==> src/rtl/pc_seq_pkg.sv <==
// Shared types and constants for the program-counter sequencer.
package pc_seq_pkg;

    typedef enum logic [1:0] {
        BOOT   = 2'd0,
        FETCH  = 2'd1,
        EXEC   = 2'd2,
        HALTED = 2'd3
    } state_t;

    typedef enum logic [1:0] {
        SEL_SEQ = 2'd0,
        SEL_BR  = 2'd1,
        SEL_J   = 2'd2,
        SEL_JR  = 2'd3
    } sel_t;

    localparam int WORD_BYTES = 4;
    localparam int PC_W       = 32;

endpackage

==> src/rtl/jump_target_gen.sv <==
// Combinational jump/branch target arithmetic, both relative to pc_plus4.
module jump_target_gen
    import pc_seq_pkg::*;
(
    input  logic [PC_W-1:0] pc_plus4,
    input  logic [25:0]     jump_index,
    input  logic [15:0]     branch_offset,
    output logic [PC_W-1:0] j_target,
    output logic [PC_W-1:0] br_target
);

    logic signed [PC_W-1:0] w_off_bytes;

    // Word offset scaled to bytes; the add wraps modulo 2^32 by construction.
    assign w_off_bytes = {{14{branch_offset[15]}}, branch_offset, 2'b00};
    assign br_target   = pc_plus4 + $unsigned(w_off_bytes);
    assign j_target    = {pc_plus4[31:28], jump_index, 2'b00};

endmodule

==> src/rtl/pc_sequencer.sv <==
// Program counter and fetch sequencer: BOOT -> FETCH -> EXEC loop, HALTED terminal.
// Optional redirect counter output enabled by macro REDIRECT_CNT_EN.
module pc_sequencer
    import pc_seq_pkg::*;
#(
    parameter logic [PC_W-1:0] RESET_PC = 32'h0000_0000,
    parameter int              MAX_WAIT = 15
) (
    input  logic            clk,
    input  logic            reset,
    output logic            imem_req,
    output logic [PC_W-1:0] imem_addr,
    input  logic            imem_ack,
    output logic            instr_valid,
    input  logic            branch_taken,
    input  logic [15:0]     branch_offset,
    input  logic            jump,
    input  logic [25:0]     jump_index,
    input  logic            jr,
    input  logic [PC_W-1:0] jr_target,
    input  logic            halt,
    output logic [PC_W-1:0] pc,
    output logic [PC_W-1:0] pc_plus4,
    output logic            halted,
    output logic            misalign_err,
`ifdef REDIRECT_CNT_EN
    output logic [15:0]     redirect_cnt,
`endif
    output logic            fetch_timeout
);

    localparam logic [7:0] WAIT_LAST = 8'(MAX_WAIT - 1);

    state_t          r_state, w_state_nxt;
    sel_t            w_sel;
    logic [PC_W-1:0] r_pc, w_pc_nxt;
    logic [7:0]      r_wait, w_wait_nxt;
    logic            r_misalign, w_misalign_nxt;
    logic            r_timeout, w_timeout_nxt;
    logic [PC_W-1:0] w_pc_plus4;
    logic [PC_W-1:0] w_j_target;
    logic [PC_W-1:0] w_br_target;

    assign w_pc_plus4 = r_pc + PC_W'(WORD_BYTES);

    jump_target_gen u_tgt (
        .pc_plus4      (w_pc_plus4),
        .jump_index    (jump_index),
        .branch_offset (branch_offset),
        .j_target      (w_j_target),
        .br_target     (w_br_target)
    );

    always_ff @(posedge clk or posedge reset) begin
        if (reset) begin
            r_state    <= BOOT;
            r_pc       <= RESET_PC;
            r_wait     <= 8'd0;
            r_misalign <= 1'b0;
            r_timeout  <= 1'b0;
        end else begin
            r_state    <= w_state_nxt;
            r_pc       <= w_pc_nxt;
            r_wait     <= w_wait_nxt;
            r_misalign <= w_misalign_nxt;
            r_timeout  <= w_timeout_nxt;
        end
    end

    always_comb begin
        w_state_nxt    = r_state;
        w_wait_nxt     = r_wait;
        w_misalign_nxt = r_misalign;
        w_timeout_nxt  = r_timeout;
        w_sel          = SEL_SEQ;
        case (r_state)
            BOOT: w_state_nxt = FETCH;
            FETCH: begin
                // An ack on the last permitted wait cycle still completes the fetch.
                if (imem_ack) begin
                    w_state_nxt = EXEC;
                    w_wait_nxt  = 8'd0;
                end else if (r_wait >= WAIT_LAST) begin
                    w_state_nxt   = HALTED;
                    w_timeout_nxt = 1'b1;
                    w_wait_nxt    = r_wait + 8'd1;
                end else begin
                    w_wait_nxt = r_wait + 8'd1;
                end
            end
            EXEC: begin
                if (halt) begin
                    w_state_nxt = HALTED;
                end else if (jr) begin
                    if (jr_target[1:0] != 2'b00) begin
                        w_state_nxt    = HALTED;
                        w_misalign_nxt = 1'b1;
                    end else begin
                        w_state_nxt = FETCH;
                        w_sel       = SEL_JR;
                    end
                end else if (jump) begin
                    w_state_nxt = FETCH;
                    w_sel       = SEL_J;
                end else if (branch_taken) begin
                    w_state_nxt = FETCH;
                    w_sel       = SEL_BR;
                end else begin
                    w_state_nxt = FETCH;
                end
            end
            HALTED: w_state_nxt = HALTED;
            default: w_state_nxt = BOOT;
        endcase
    end

    // PC only moves when EXEC hands control back to FETCH.
    always_comb begin
        w_pc_nxt = r_pc;
        if (r_state == EXEC && w_state_nxt == FETCH) begin
            case (w_sel)
                SEL_BR:  w_pc_nxt = w_br_target;
                SEL_J:   w_pc_nxt = w_j_target;
                SEL_JR:  w_pc_nxt = jr_target;
                default: w_pc_nxt = w_pc_plus4;
            endcase
        end
    end

    assign imem_req      = (r_state == FETCH);
    assign imem_addr     = imem_req ? r_pc : '0;
    assign instr_valid   = (r_state == EXEC);
    assign halted        = (r_state == HALTED);
    assign pc            = r_pc;
    assign pc_plus4      = w_pc_plus4;
    assign misalign_err  = r_misalign;
    assign fetch_timeout = r_timeout;

`ifdef REDIRECT_CNT_EN
    function automatic logic [15:0] sat_inc16(input logic [15:0] v);
        return (v == 16'hFFFF) ? v : v + 16'd1;
    endfunction

    logic [15:0] r_redirect_cnt;
    logic        w_redirect;

    // Counts every applied redirect, even one whose target happens to equal pc_plus4.
    assign w_redirect = (r_state == EXEC) && (w_state_nxt == FETCH) && (w_sel != SEL_SEQ);

    always_ff @(posedge clk or posedge reset) begin
        if (reset) begin
            r_redirect_cnt <= 16'd0;
        end else if (w_redirect) begin
            r_redirect_cnt <= sat_inc16(r_redirect_cnt);
        end
    end

    assign redirect_cnt = r_redirect_cnt;
`endif

endmodule

==> config.mk <==
export PLATFORM = sky130hd
export DESIGN_NAME = pc_sequencer
export DESIGN_NICKNAME = d
export VERILOG_FILES = /design/src/rtl/pc_seq_pkg.sv /design/src/rtl/jump_target_gen.sv /design/src/rtl/pc_sequencer.sv
export SDC_FILE = /design/constraint.sdc
export NUM_CORES = 1
export LEC_CHECK = 0
export CORE_ASPECT_RATIO = 1.25
export CORE_UTILIZATION = 40
export CTS_BUF_LIST = sky130_fd_sc_hd__clkbuf_2 sky130_fd_sc_hd__clkbuf_4 sky130_fd_sc_hd__clkbuf_8
export DETAILED_ROUTE_END_ITERATION = 6
export HOLD_SLACK_MARGIN = 0.02
export PLACE_DENSITY = 0.78
export RECOVER_POWER = 100
export SLEW_MARGIN = 20
export SYNTH_ARGS = -nofsm -noshare
export SYNTH_HDL_FRONTEND = slang
export SYNTH_SLANG_ARGS = --single-unit
==> constraint.sdc <==
create_clock -name clk -period 4.95 [get_ports clk]
set_input_delay 0.7425 -clock clk [delete_from_list [all_inputs] [get_ports clk]]
set_output_delay 0.7425 -clock clk [all_outputs]
set_load 0.05 [all_outputs]
=== After elaboration in Yosys (flattened, before gate mapping) ===
Cells that the tools add are included.

* Bits of input ports: 81
* Output and inout port bits: 101
* Logic and storage cells: 38
* Register bits after elaboration: 44

* Muxes and demuxes: 15
* Equality and inequality tests: 7
* Magnitude comparators: 1
* Reductions and logical operators: 5
* Bitwise logic cells: 2
* Add/sub/neg operators: 3

{| class="wikitable"
|+ Operator list
! cell !! number
|-
| 32-bit case mux with 3 select lines || 1
|-
| 32-bit by 3-bit adder with 32-bit output, second input constant || 1
|-
| 32-bit adder || 1
|-
| 32-bit 2-to-1 mux || 1
|-
| 2-bit 2-to-1 mux || 10
|-
| 8-bit by 1-bit adder with 8-bit output, second input constant || 1
|-
| 2-bit equality test, second input constant || 4
|-
| 8-bit by 4-bit >= comparator with 1-bit output, second input constant || 1
|-
| 8-bit 2-to-1 mux || 1
|-
| 2-bit case mux with 4 select lines || 1
|-
| 2-bit by 1-bit equality test with 1-bit output, second input constant || 3
|-
| 4-bit AND reduction || 1
|-
| 3-bit AND reduction || 1
|-
| 2-bit zero test || 1
|-
| 1-bit NOT || 2
|-
| 2-bit nonzero test || 1
|-
| 1-bit logical AND || 1
|-
| 1-bit 2-to-1 mux || 1
|}

=== Logic depth before layout (Yosys ltp) ===
* Depth in word-level cells: 7
* Gate-level depth with buffers: 18

=== Cells and area by module ===
From an unflattened synthesis, not the netlist that was laid out.

* Cell total of the unflattened synthesis: 716
* Area total of the unflattened synthesis: 5495.3 µm²

{| class="wikitable"
|+ Modules (own cells, without submodules)
! module !! instances !! seq. area each (µm²) !! area each (µm²) !! cells each
|-
| pc_sequencer || 1 || 1101.1 || 3590.9 || 457
|-
| jump_target_gen || 1 || 0.0 || 1904.3 || 259
|}

=== Least setup slack after synthesis ===
Ideal clock, no wire load.

* Path kind: flip-flop to flip-flop
* Start point: register r_pc[2], in the netlist pc[2]
* End point: register r_pc[28], in the netlist pc[28]
* Data arrival time: 4.640 ns
* Setup time: 0.142 ns
* Path slack: 0.168 ns
* Data required time: 4.808 ns
* Cell stages (with the launch flop): 18
* Cell sequence: dfrtp_1 > ha_1 > and3_1 > clkbuf_1 > nand3_1 > nor2_1 > nand2_1 > xnor2_1 > ha_1 > a21oi_1 > nand2_1 > a21o_1 > a21oi_1 > nand4b_1 > a311oi_1 > o21ai_0 > xnor2_1 > o221ai_1

* Word-level cells in the longest chain between the ends: 3

{| class="wikitable"
|+ RTL lines
! item !! line !! source
|-
| start: declaration || pc_sequencer.sv:36 || <nowiki>logic [PC_W-1:0] r_pc, w_pc_nxt;</nowiki>
|-
| start signal: assignment || pc_sequencer.sv:63 || <nowiki>r_pc <= w_pc_nxt;</nowiki>
|-
| 32-bit by 3-bit adder with 32-bit output || pc_sequencer.sv:44 || <nowiki>assign w_pc_plus4 = r_pc + PC_W'(WORD_BYTES);</nowiki>
|-
| via pc_plus4[14] || pc_sequencer.sv:23 || <nowiki>output logic [PC_W-1:0] pc_plus4,</nowiki>
|-
| 32-bit adder || jump_target_gen.sv:16 || <nowiki>assign br_target = pc_plus4 + $unsigned(w_off_bytes);</nowiki>
|-
| 32-bit case mux with 3 select lines || pc_sequencer.sv:121 || <nowiki>case (w_sel)</nowiki>
|}

The timed path passes the listed nets, and every way through them passes these cells.
A chain may end at the register's enable or synchronous reset.

=== Final worst setup path ===
* Start point: register r_pc[7], in the netlist pc[7]
* End point: output port pc_plus4[29]

* Word-level cells in the longest chain between the ends: 1

{| class="wikitable"
|+ RTL lines
! item !! line
|-
| 32-bit by 3-bit adder with 32-bit output || pc_sequencer.sv:44
|-
| end: declaration || pc_sequencer.sv:23
|}

Every way passes these cells.

==> run summary <==
run status - complete, but fails checks
failing checks - max-capacitance violations, max-slew violations
vias in the first global route - 5731
Critical Path End Type - output pin
Die H - 125 µm
CTS Root Buffer Type - clkbuf_8
diode count - 0
Worst EP required - 4210 ps
Worst slew margin - -44.1%
synthesis-to-layout area growth - 42.1%
HP Class - reg -> reg
Tmin final - 4370 ps
synth warn - 0
first-pass GRT wire length - 29300 µm
post-DP HPWL - 14400 µm
routability cong. - 0.899
initial antenna violation count - 0
Peak supply drop - 126 µV
Worst Skew - 14.0 ps
final max-slew violation count - 45
antenna viol nets, final - 0
synth unique cells - 61
sequential area share after synthesis - 22.6%
Avg Synthesized Cell Area - 7.51 µm²
Synth Register Bits - 44
Clk Latency, worst-skew pair - 310 ps
dpl cell area - 6830 µm²
Pwr Density - 203 nW/µm²
Cell Area, Synth - 4860 µm²
Area contributors post-synth - dfrtp_1 (23%), ha_1 (10%), nand2_1 (6.7%)
port bufs - 181
cell count after synthesis - 648
commonest cells after routing, fill and taps aside - dlygate4sd3_1 (104), nand2_1 (87), clkdlybuf4s50_1 (77)
clock buffer depth - 2
die area - 12600 µm²
max cap viols - 1
nets - 938
remaining global-route overflow - 0
Filler cells - 1132
RSZ-0062 raised after global routing - no
Die X - 101 µm
Reg clk slew, reported paths - 90 ps
design area - 6910 µm²
share of post-route cells with drive strength above 1 - 3.06%
CTS tree - done
Post-synth top flop - dfrtp_1
DRT Wirelength - 18600 µm
routed vias/inst - 5.83
Max Freq - 0.229 GHz
postcts setup bufs - 0
CP Launch Type - flop
Avg WL per Cell - 19.0 µm
Post-synth EDFFs - 0
Slew @ Worst Pin - 2150 ps
Core Footprint - 11700 µm²
largest net degree at the start of global routing - 45
worst setup path category - reg -> out
Final Hold Viols - 0
aggregate global-route resource usage - 29.5%
Synthesized Nets - 769
commonest non-fill, non-tap cell in the layout - dlygate4sd3_1
Initial DRT Pass Iterations - 5
Final Cycle Share - 88.3%
top cell type's share of synthesized area - 22.6%
Worst EP arrival - 3630 ps
Iter 0 DRT Violations - 354
leakage power - 0.00317 µW
PostCTS Resize Cnt - 0
CTS buffer count - 5
clk sinks - 44
row cnt - 44
FFs w/ async S/R, synth - 100%
Starting Density - 41.5%
register area - 1100 µm²
Setup Total Neg Slack - 0 ps
# DRC - 0
final setup vio count - 0
hold buffer count at CTS - 0
I/O pin count - 182
Multi-input gate area - 3570 µm²
H-tree levels - 2
largest area contributor in the netlist - dfrtp_1
Max Fanout on Critical Path - 8
routed vias - 5711
[layout make-up]
| type | count | area share, % |
|---|---|---|
| Multi-Input combinational cell | 557 | 51.7 |
| Timing Repair Buffer | 192 | 27.2 |
| Sequential cell | 44 | 15.9 |
| Tap cell | 161 | 2.91 |
| Clock buffer | 5 | 0.996 |
| Inverter | 17 | 0.941 |
| Clock inverter | 3 | 0.272 |
[where the power goes]
part           leakage, µW  internal [µW]  switching (µW)
clock            0.0000479           98.8             141
sequential        0.000566            388            52.7
combinational      0.00255            276             445
[worst max-delay path, cell delays in order (launching register included)]
cell	delay, ps
dfrtp_1	510
inv_1	140
or4_4	590
nor3_1	600
and3_1	280
xor2_1	260
dlygate4sd3_1	930
[cells by family (layout without fill, tap and decap cells)]
group / after synthesis / after routing / share of synthesized area [%]
multiplexers: 12 / 12 / 2.50
XOR/XNOR: 54 / 54 / 10.1
flip-flops: 44 / 44 / 22.6
adder cells (fa/ha/maj): 40 / 40 / 10.4
AND/OR/NAND/NOR: 260 / 260 / 26.2
AO/OA/AOI/OAI: 191 / 191 / 24.2
buffers and inverters: 47 / 217 / 3.88
[sequential cells by signal, indices dropped and copies added, names as in the netlist]
register and cells:
pc 32, r_wait 8, r_state 2, fetch_timeout 1
misalign_err 1
[through the flow]
step	power, µW	setup WS (ps)	util [%]	instances	hold slack (ps)
6_report	1400	579	58.9	979	467
5_1_grt	1480	267	58.9	979	486
4_1_cts	1420	654	59.0	979	473
3_5_place_dp	1180	802	58.3	971	452
3_3_place_gp	1160	960	58.3	971	446
2_1_floorplan	912	168	-	648	451
[worst paths after layout]
check	from	end	slack [ps]	cells after the start
worst max-delay path	pc[7]	pc_plus4[29]	580	6
worst min-delay path	fetch_timeout	fetch_timeout	470	1
worst max register to register	pc[2]	pc[31]	670	17
worst min register to register	fetch_timeout	fetch_timeout	470	1
max in group asynchronous	reset	pc[10]	2520	2
min in group asynchronous	reset	pc[1]	1440	2
[cell usage after synthesis, types with 2 or more instances]
library cell,count
a2111oi_0,3
a211oi_1,5
a21o_1,9
a21oi_1,58
a221oi_1,5
a22oi_1,2
a31oi_1,7
and2_1,34
and3_1,7
and4_1,5
buf_4,3
clkbuf_1,25
dfrtp_1,44
ha_1,39
inv_1,17
mux2i_1,11
nand2_1,87
nand2b_1,7
nand3_1,31
nand4_1,10
nor2_1,49
nor2b_1,6
nor3_1,9
nor4_1,4
o211ai_1,4
o21ai_0,57
o21bai_1,4
o221ai_1,8
o22ai_1,6
o31ai_1,3
o32a_1,2
o32ai_1,4
or3_1,3
or4_4,2
xnor2_1,37
xor2_1,16
[per-layer routing]
layer / share of wire, % / global-route usage [%] / vias to the layer above
met5: 0 / 0 / -
met1: 41 / 36.7 / 2682
met4: 4.3 / 13.9 / 0
met2: 48 / 49.9 / 283
li1: - / - / 2687
met3: 7.2 / 4.08 / 59
Note: power is estimated with default switching activity, not from simulation.
